<file path="config.mk">
export PLATFORM = sky130hd
export DESIGN_NAME = branch_predictor_flat
export DESIGN_NICKNAME = d
export VERILOG_FILES = /design/src/rtl/branch_predictor_if.sv /design/src/rtl/branch_predictor.sv /design/src/flat_wrapper.sv
export SDC_FILE = /design/constraint.sdc
export NUM_CORES = 2
export LEC_CHECK = 0
export CAP_MARGIN = 30
export CORE_UTILIZATION = 62
export CTS_CLUSTER_DIAMETER = 80
export CTS_CLUSTER_SIZE = 24
export DETAILED_ROUTE_END_ITERATION = 10
export PLACE_DENSITY = 0.77
export SYNTH_ARGS = -nofsm -noshare
export SYNTH_HDL_FRONTEND = slang
export SYNTH_SLANG_ARGS = --single-unit
</file>
<file path="constraint.sdc">
create_clock -name clk -period 8.6 [get_ports clk]
set_clock_uncertainty 0.2 [all_clocks]
set_input_delay 1.72 -clock clk [delete_from_list [all_inputs] [get_ports clk]]
set_output_delay 1.72 -clock clk [all_outputs]
set_load 0.02 [all_outputs]
</file>
<file path="src/rtl/branch_predictor_if.sv">
// Fetch-side lookup and resolve-side update bundle between the MIPS pipeline and the branch predictor.
interface branch_predictor_if #(
  parameter int ADDR_W = 32
);
  logic [ADDR_W-1:0] lookup_pc;
  logic              pred_hit;
  logic              pred_taken;
  logic [ADDR_W-1:0] pred_target;
  logic              upd_valid;
  logic [ADDR_W-1:0] upd_pc;
  logic              upd_taken;
  logic [ADDR_W-1:0] upd_target;
  logic              upd_mispredict;
  logic              ready;
  logic [31:0]       mispredict_count;

  modport master (
    output lookup_pc, upd_valid, upd_pc, upd_taken, upd_target, upd_mispredict,
    input  pred_hit, pred_taken, pred_target, ready, mispredict_count
  );

  modport slave (
    input  lookup_pc, upd_valid, upd_pc, upd_taken, upd_target, upd_mispredict,
    output pred_hit, pred_taken, pred_target, ready, mispredict_count
  );
endinterface

</file>
<file path="src/rtl/branch_predictor.sv">
// Direct-mapped BTB with per-entry saturating counters: zero-latency lookup for IF,
// one update port from the resolving stage, and a post-reset sweep that clears the tables.
module branch_predictor #(
  parameter int ENTRIES    = 16,
  parameter int INDEX_BITS = 4,
  parameter int CTR_BITS   = 2,
  parameter int ADDR_W     = 32
) (
  input logic               clk,
  input logic               rst,
  branch_predictor_if.slave bus
);
  localparam int                    TAG_W    = ADDR_W - INDEX_BITS - 2;
  localparam logic [CTR_BITS-1:0]   CTR_WNT  = CTR_BITS'((1 << (CTR_BITS - 1)) - 1);
  localparam logic [CTR_BITS-1:0]   CTR_WT   = CTR_BITS'(1 << (CTR_BITS - 1));
  localparam logic [CTR_BITS-1:0]   CTR_MAX  = {CTR_BITS{1'b1}};
  localparam logic [CTR_BITS-1:0]   CTR_ONE  = CTR_BITS'(1);
  localparam logic [INDEX_BITS-1:0] LAST_IDX = INDEX_BITS'(ENTRIES - 1);

  typedef enum logic {
    INIT,
    RUN
  } state_t;

  state_t                state;
  state_t                state_next;
  logic [INDEX_BITS-1:0] init_idx;
  logic [INDEX_BITS-1:0] init_idx_next;
  logic                  ready_int;
  logic [31:0]           miss_cnt;

  logic                  valid_mem  [ENTRIES];
  logic [TAG_W-1:0]      tag_mem    [ENTRIES];
  logic [ADDR_W-1:0]     target_mem [ENTRIES];
  logic [CTR_BITS-1:0]   ctr_mem    [ENTRIES];

  logic [INDEX_BITS-1:0] lk_idx;
  logic [TAG_W-1:0]      lk_tag;
  logic [ADDR_W-1:0]     lk_fall;
  logic                  lk_hit;
  logic                  lk_taken;
  logic [ADDR_W-1:0]     lk_target;

  logic [INDEX_BITS-1:0] up_idx;
  logic [TAG_W-1:0]      up_tag;
  logic                  up_fire;
  logic                  up_hit;
  logic [CTR_BITS-1:0]   ctr_cur;
  logic [CTR_BITS-1:0]   ctr_inc;
  logic [CTR_BITS-1:0]   ctr_dec;

  logic                  wr_en;
  logic [INDEX_BITS-1:0] wr_idx;
  logic                  wr_valid;
  logic [TAG_W-1:0]      wr_tag;
  logic [ADDR_W-1:0]     wr_target;
  logic [CTR_BITS-1:0]   wr_ctr;

  logic                  unused_pc_bits;

  assign unused_pc_bits = ^{bus.lookup_pc[1:0], bus.upd_pc[1:0]};

  always_ff @(posedge clk) begin
    if (rst) begin
      state    <= INIT;
      init_idx <= '0;
    end else begin
      state    <= state_next;
      init_idx <= init_idx_next;
    end
  end

  always_comb begin
    state_next    = state;
    init_idx_next = init_idx;
    case (state)
      INIT: begin
        if (init_idx == LAST_IDX) begin
          state_next = RUN;
        end else begin
          init_idx_next = init_idx + INDEX_BITS'(1);
        end
      end
      RUN: begin
        state_next = RUN;
      end
      default: begin
        state_next    = INIT;
        init_idx_next = '0;
      end
    endcase
  end

  assign ready_int = (state == RUN);

  // Lookup reads the tables as they stand before this edge's update; no bypass.
  assign lk_idx  = bus.lookup_pc[INDEX_BITS+1:2];
  assign lk_tag  = bus.lookup_pc[ADDR_W-1:INDEX_BITS+2];
  assign lk_fall = bus.lookup_pc + ADDR_W'(4);

  always_comb begin
    lk_hit    = 1'b0;
    lk_taken  = 1'b0;
    lk_target = lk_fall;
    if (ready_int && valid_mem[lk_idx] && (tag_mem[lk_idx] == lk_tag)) begin
      lk_hit = 1'b1;
      if (ctr_mem[lk_idx][CTR_BITS-1]) begin
        lk_taken  = 1'b1;
        lk_target = target_mem[lk_idx];
      end
    end
  end

  assign up_idx  = bus.upd_pc[INDEX_BITS+1:2];
  assign up_tag  = bus.upd_pc[ADDR_W-1:INDEX_BITS+2];
  assign up_fire = ready_int && bus.upd_valid;
  assign up_hit  = valid_mem[up_idx] && (tag_mem[up_idx] == up_tag);
  assign ctr_cur = ctr_mem[up_idx];
  assign ctr_inc = (ctr_cur == CTR_MAX) ? ctr_cur : ctr_cur + CTR_ONE;
  assign ctr_dec = (ctr_cur == '0) ? ctr_cur : ctr_cur - CTR_ONE;

  // Single write port shared by the init sweep and the resolve-stage update.
  always_comb begin
    wr_en     = 1'b0;
    wr_idx    = up_idx;
    wr_valid  = valid_mem[up_idx];
    wr_tag    = tag_mem[up_idx];
    wr_target = target_mem[up_idx];
    wr_ctr    = ctr_cur;
    if (state == INIT) begin
      wr_en     = 1'b1;
      wr_idx    = init_idx;
      wr_valid  = 1'b0;
      wr_tag    = '0;
      wr_target = '0;
      wr_ctr    = CTR_WNT;
    end else if (up_fire) begin
      if (up_hit) begin
        wr_en = 1'b1;
        if (bus.upd_taken) begin
          wr_ctr    = ctr_inc;
          wr_target = bus.upd_target;
        end else begin
          wr_ctr = ctr_dec;
        end
      end else if (bus.upd_taken) begin
        wr_en     = 1'b1;
        wr_valid  = 1'b1;
        wr_tag    = up_tag;
        wr_target = bus.upd_target;
        wr_ctr    = CTR_WT;
      end
    end
  end

  // Table contents survive rst; only the sweep that follows it clears them.
  always_ff @(posedge clk) begin
    if (!rst && wr_en) begin
      valid_mem[wr_idx]  <= wr_valid;
      tag_mem[wr_idx]    <= wr_tag;
      target_mem[wr_idx] <= wr_target;
      ctr_mem[wr_idx]    <= wr_ctr;
    end
  end

  always_ff @(posedge clk) begin
    if (rst) begin
      miss_cnt <= '0;
    end else if (up_fire && bus.upd_mispredict && (miss_cnt != 32'hFFFF_FFFF)) begin
      miss_cnt <= miss_cnt + 32'd1;
    end
  end

  assign bus.pred_hit         = lk_hit;
  assign bus.pred_taken       = lk_taken;
  assign bus.pred_target      = lk_target;
  assign bus.ready            = ready_int;
  assign bus.mispredict_count = miss_cnt;
endmodule

</file>
<file path="src/flat_wrapper.sv">
// flat-port wrapper written by rule: the top's interface ports become plain ports
module branch_predictor_flat 
#(
  parameter int ENTRIES    = 16,
  parameter int INDEX_BITS = 4,
  parameter int CTR_BITS   = 2,
  parameter int ADDR_W     = 32
)
  (clk, rst, bus_lookup_pc, bus_upd_valid, bus_upd_pc, bus_upd_taken, bus_upd_target, bus_upd_mispredict, bus_pred_hit, bus_pred_taken, bus_pred_target, bus_ready, bus_mispredict_count);
  branch_predictor_if #(.ADDR_W(ADDR_W)) bus_i ();
  input logic clk;
  input logic rst;
  input wire logic [$bits(bus_i.lookup_pc)-1:0] bus_lookup_pc;
  input wire logic [$bits(bus_i.upd_valid)-1:0] bus_upd_valid;
  input wire logic [$bits(bus_i.upd_pc)-1:0] bus_upd_pc;
  input wire logic [$bits(bus_i.upd_taken)-1:0] bus_upd_taken;
  input wire logic [$bits(bus_i.upd_target)-1:0] bus_upd_target;
  input wire logic [$bits(bus_i.upd_mispredict)-1:0] bus_upd_mispredict;
  output wire logic [$bits(bus_i.pred_hit)-1:0] bus_pred_hit;
  output wire logic [$bits(bus_i.pred_taken)-1:0] bus_pred_taken;
  output wire logic [$bits(bus_i.pred_target)-1:0] bus_pred_target;
  output wire logic [$bits(bus_i.ready)-1:0] bus_ready;
  output wire logic [$bits(bus_i.mispredict_count)-1:0] bus_mispredict_count;
  assign bus_i.lookup_pc = bus_lookup_pc;
  assign bus_i.upd_valid = bus_upd_valid;
  assign bus_i.upd_pc = bus_upd_pc;
  assign bus_i.upd_taken = bus_upd_taken;
  assign bus_i.upd_target = bus_upd_target;
  assign bus_i.upd_mispredict = bus_upd_mispredict;
  assign bus_pred_hit = bus_i.pred_hit;
  assign bus_pred_taken = bus_i.pred_taken;
  assign bus_pred_target = bus_i.pred_target;
  assign bus_ready = bus_i.ready;
  assign bus_mispredict_count = bus_i.mispredict_count;
  branch_predictor #(.ENTRIES(ENTRIES), .INDEX_BITS(INDEX_BITS), .CTR_BITS(CTR_BITS), .ADDR_W(ADDR_W)) u_core (.clk(clk), .rst(rst), .bus(bus_i));
endmodule
</file>
Word level (Yosys, flattened, before mapping)
Memory sizes are Yosys's and may differ from the RTL's.
Index checks and enable logic that the tools add are counted.
{ "word_totals": {"word_cells": 61, "n_memories": 4, "in_bits": 101, "mem_bits_rw": 976, "output_inout_bits": 67, "register_bits": 37} }
{ "classes": {"eq_ne": 5, "reduce_logical": 10, "mux": 32, "bitwise_logic": 2, "n_addsub": 5} }
{ "memory_table": {"columns": ["memory", "words", "width", "read_ports", "rd_clocked_by_memory_dff", "wr", "line_no", "source"], "rows": [
  ["u_core.target_mem", 16, 32, 2, 0, 1, "branch_predictor.sv:34", "logic [ADDR_W-1:0] target_mem [ENTRIES];"],
  ["u_core.tag_mem", 16, 26, 2, 0, 1, "branch_predictor.sv:33", "logic [TAG_W-1:0] tag_mem [ENTRIES];"],
  ["u_core.ctr_mem", 16, 2, 2, 0, 1, "branch_predictor.sv:35", "logic [CTR_BITS-1:0] ctr_mem [ENTRIES];"],
  ["u_core.valid_mem", 16, 1, 2, 0, 1, "branch_predictor.sv:32", "logic valid_mem [ENTRIES];"]
]} }
{ "op_table": {"columns": ["operator", "count"], "rows": [
  ["$mux 32", 5],
  ["$mux 26", 4],
  ["$eq 26x26->1", 2],
  ["$add 32x1->32 const B", 1],
  ["$add 32x3->32 const B", 1],
  ["$ne 32x32->1 const B", 1],
  ["$mux 1", 14],
  ["$mux 2", 7],
  ["$logic_and 1x1->1", 7],
  ["$add 4x1->4 const B", 1],
  ["$eq 4x4->1 const B", 1],
  ["$mux 4", 1],
  ["$add 2x1->2 const B", 1],
  ["$eq 2x2->1 const B", 1],
  ["$logic_not 2->1", 1],
  ["$not 1->1", 2],
  ["$pmux 1 s2", 1],
  ["$reduce_and 2->1", 1],
  ["$sub 2x1->2 const B", 1],
  ["$logic_not 1->1", 1]
]} }

Depth between registers and ports, before layout
An unclocked memory read counts as a cell.
{ "depth": {"ltp_word": 9, "depth_mapped": 16, "depth_no_buf": 10} }

Least setup slack after synthesis
No wires, ideal clock.
{ "synth_timing": {"path_kind": "in2reg", "startpoint": "input port bus_upd_pc[2]", "endpoint": "memory u_core.ctr_mem[10][0] (enable)", "path_buffers": 6, "arrival_time_ps": 7136, "setup_time_ps": 500, "stages": 14, "required_time_ps": 7900, "slack_ps": 764, "cell_sequence": "buf_4 -> buf_6 -> buf_6 -> buf_6 -> buf_4 -> nor2_1 -> a221oi_1 -> xor2_1 -> a211o_1 -> nor4_1 -> and4_1 -> buf_4 -> o211ai_2 -> a21oi_1"} }
{ "synth_between": {"elab_chain_len": 9, "elab_cells_between_ends": 11, "classes_between": "1 x eq/ne; 6 x mux; 2 x reduce/logical; 2 x memory"} }
{ "synth_rtl": {"columns": ["element", "line_no", "source"], "rows": [
  ["from (decl)", "flat_wrapper.sv:15", "input wire logic [$bits(bus_i.upd_pc)-1:0] bus_upd_pc;"],
  ["$mem_v2 16x26", null, null],
  ["$eq 26x26->1", "branch_predictor.sv:117", "assign up_hit = valid_mem[up_idx] && (tag_mem[up_idx] == up_tag);"],
  ["$logic_and 1x1->1", "branch_predictor.sv:117", null],
  ["$mux 1", "branch_predictor.sv:138", "if (up_hit) begin"],
  ["$mux 1", "branch_predictor.sv:137", "end else if (up_fire) begin"],
  ["$mux 1", "branch_predictor.sv:130", "if (state == INIT) begin"],
  ["$logic_and 1x1->1", "branch_predictor.sv:158", "if (!rst && wr_en) begin"],
  ["$mux 1", "branch_predictor.sv:158", null],
  ["$mux 1 (implied by the code)", "branch_predictor.sv:162", "ctr_mem[wr_idx] <= wr_ctr;"],
  ["to (decl)", "branch_predictor.sv:35", null]
]} }
Parallel ways exist; a longest one is shown, timed or not.

Final worst setup path
{ "layout_timing": {"startpoint": "input port bus_lookup_pc[2]", "endpoint": "output port bus_pred_target[26]"} }
{ "layout_between": {"elab_chain_len": 4, "elab_cells_between_ends": 10, "classes_between": "1 x add/sub; 1 x eq/ne; 2 x mux; 2 x reduce/logical; 4 x memory"} }
{ "layout_rtl": {"columns": ["element", "line_no", "source"], "rows": [
  ["from (decl)", "flat_wrapper.sv:13", "input wire logic [$bits(bus_i.lookup_pc)-1:0] bus_lookup_pc;"],
  ["parallel branches: the longest is 3 deep, another holds $add 32x3->32", null, null],
  ["$mux 32 (*)", "branch_predictor.sv:105", "if (ready_int && valid_mem[lk_idx] && (tag_mem[lk_idx] == lk_tag)) begin"],
  ["to (decl)", "flat_wrapper.sv:21", "output wire logic [$bits(bus_i.pred_target)-1:0] bus_pred_target;"]
]} }
Every way passes the cells marked *.

==> flow_summary.toml <==
[cells_and_area]
drive_above_1_share_pct = 27.7
layout_common_cells = "976 x edfxtp_1, 529 x mux4_2, 157 x clkdlybuf4s50_1, 139 x mux2i_1, 132 x nand2_1"
area_growth_pct = 10.1
final_common_cell = "edfxtp_1"
fin_nets = 2854
fillers = 4796
layout.cells.non_filler = 3817

[route]
route.detailed.drc = 0
drt.antenna.violating_nets = 0
drt-total-wl_microns = 135000
drt-initial-drc-count = 4455
routedWlPerCell_microns = 35.4
viasPerCell = 7.48
dr.pass1.iters = 8
via_count = 28534

[global_route]
grt_first_pass_wirelength_microns = 196000
antenna_found_initial = 5
grtUsageTotal_pct = 34.5
grt_overflow = 0
grt_pass1_vias = 28977
grt_max_degree = 86

[die]
start_util_pct = 62.9
fp.dieH_microns = 283
core_sq_mm = 0.0777
dieWidth_microns = 283
io_pins = 168
design.die.area_sq_mm = 0.0800
rows = 102

[synthesis]
synth-seq-cells = 1013
yosysTopAreaCellShare_pct = 60.0
yosysWarnings = 0
syn_nets = 2714
ys.flop_type = "edfxtp_1"
syn_area_sq_mm = 0.0489
seq_area_frac_synth_pct = 61.5
synthCells = 2610
synth_edf_count = 976
yosys.area.top_type = "edfxtp_1"
synth_cell_type_count = 72
synth_area_leaders = "edfxtp_1 60%, mux4_2 24%, mux2i_1 2.8%"
syn_area_per_cell_sq_um = 18.7
async_flop_share_pct = 0

[setup_path]
critPathLaunchType = "input pin"
end_kind = "output port"
ff2ff_path_depth = 10
reg2reg_to = "u_core.tag_mem[2][23]"
crit-reg2reg-launch = "u_core.tag_mem[10][16]"
cp.arrival_ps = 6030
path_max_fanout = 41
worstPathRequired_ps = 6680
path_class = "in2out"
rrSetupSlack_ps = 3430

[clock_tree]
h-tree-depth = 2
cts_max_path_buffers = 3
clk_pin_slew_ps = 90
clock-root-buffer = "clkbuf_16"
cts_buffers = 51
cts_hold_buf = 0
clkLatencyLatePin_ps = 640
cts.sinks = 1013
cts_setup_buffers = 0
cts_tree = "yes"
post_cts_resized = 0

[pwr]
vdd_drop_max_uv = 209
power_mw = 9.14
pwr-share-comb_pct = 10.3
seq_power_share_pct = 59.2
internal_power_mw = 7.06
p_sw_share_pct = 22.7
p_switching_mw = 2.08
power.density_mw_per_mm2 = 170
p_clk_share_pct = 30.5
leakagePower_nw = 17.4

[place]
dp_slack_ps = 751
dp_cells = 3726
port_buffers = 165
place.gp.congestion = 0.856
hpwl_microns = 78200

[run]
cap_viol_max_count = 0

[hold_path]
hp-start = "u_core.bus.mispredict_count[16]"
hold_end = "u_core.bus.mispredict_count[16]"
hold_depth = 2
hold_path.class = "reg2reg"

[sta]
max_freq_ghz = 0.126
setup_viol_count_final = 0
hold_ws_ps = 316
setup_tns_ps = 0
hold_viol_final = 0
drv_slew = 0
min_period_ps = 7950
setup_slack_ps = 645
worst_slew_pin_slew_ps = 1160
grt_setup_unrepaired = "false"
slew_headroom_pct = 22.9
fin_crit_sh_pct = 92.5

[outcome]
outcome = "completed"
[kinds of logic (layout without fill, tap and decap cells)]
kind of cell | count (synthesis) | count (layout) | share of synthesized area (%)
flops | 1013 | 1013 | 61.5
mux | 695 | 695 | 27.9
simple gates | 379 | 379 | 3.75
compound gates | 202 | 202 | 2.60
buf+inv | 200 | 361 | 2.05
xor+xnor | 117 | 117 | 2.10
fa+ha+maj | 4 | 4 | 0.0973
other cells | 0 | 6 | 0
[cell type report]
class	count	area (sq um)	area share, %
Clock inverter	14	189	0.351
Clock buffer	60	1350	2.51
Multi-Input combinational cell	1397	18000	33.4
Timing Repair Buffer	277	2890	5.37
Sequential cell	1013	30000	55.8
Inverter	10	40.0	0.0744
Tap cell	1040	1300	2.42
Antenna cell	6	15.0	0.0279
[power groups by stage]
stage	clock network [mW]	registers (mW)	logic, mW
floorplan	0	5.52	0.626
global placement	0	5.52	0.926
detailed placement	0	5.53	0.933
CTS	2.80	5.41	0.939
global route	2.95	5.42	0.985
finish	2.79	5.41	0.944
[how the worst max path moves through the flow]
stage               slack, ps  cells past startpoint                     to        startpoint
floorplan                 760                     14  u_core.ctr_mem[10][0]     bus_upd_pc[2]
global placement          730                     14    bus_pred_target[26]  bus_lookup_pc[2]
detailed placement        750                     13    bus_pred_target[21]  bus_lookup_pc[2]
CTS                       740                     14    bus_pred_target[10]  bus_lookup_pc[2]
global route              430                     14    bus_pred_target[26]  bus_lookup_pc[2]
finish                    650                     14    bus_pred_target[26]  bus_lookup_pc[2]
[registers in the layout (all words and copies together) (netlist names)]
name,cells
u_core.target_mem,512
u_core.tag_mem,416
u_core.bus.mispredict_count,32
u_core.ctr_mem,32
u_core.valid_mem,16
u_core.init_idx,4
u_core.bus.ready,1
[per-layer routing]
metal	up-vias	GRT usage [%]	part of all wire, %
met4	6	11.9	3.8
met2	2080	54.7	48
met1	14889	48.2	36
met3	341	7.42	12
met5	-	0	0.020
li1	11218	-	-
[worst max-delay path: stages]
cell,delay [ps]
buf_8,340
buf_12,370
buf_4,330
ha_1,230
and3_1,230
nand2_1,150
nor3_1,240
buf_4,190
and3_1,370
nand2_1,130
nor2_1,170
xnor2_1,70
o21ai_0,610
clkdlybuf4s50_1,750
[stage by stage]
step                utilization, %  instance area, sq um
floorplan                        -                 48900
global placement              67.1                 52100
detailed placement            67.1                 52200
CTS                           69.1                 53700
global route                  69.2                 53800
finish                        69.2                 53800
[Yosys cell counts (all sizes together), types with 3 or more instances]
| cell | count |
|---|---|
| and2 | 5 |
| xor2 | 63 |
| o21ai | 46 |
| or3 | 3 |
| a221oi | 12 |
| nand2b | 13 |
| nand3 | 48 |
| o211ai | 5 |
| a211oi | 10 |
| edfxtp | 976 |
| inv | 10 |
| a31oi | 5 |
| mux4 | 529 |
| and4 | 6 |
| nand3b | 3 |
| nor4 | 9 |
| nor3 | 21 |
| xnor2 | 54 |
| a22oi | 17 |
| dfxtp | 37 |
| nand2 | 133 |
| mux2i | 139 |
| o22ai | 4 |
| nor2 | 76 |
| ha | 3 |
| nand4 | 17 |
| and3 | 18 |
| o21a | 3 |
| mux2 | 27 |
| nor2b | 15 |
| clkbuf | 67 |
| a21oi | 76 |
| buf | 123 |
Note: power is estimated with default switching activity, not from simulation.
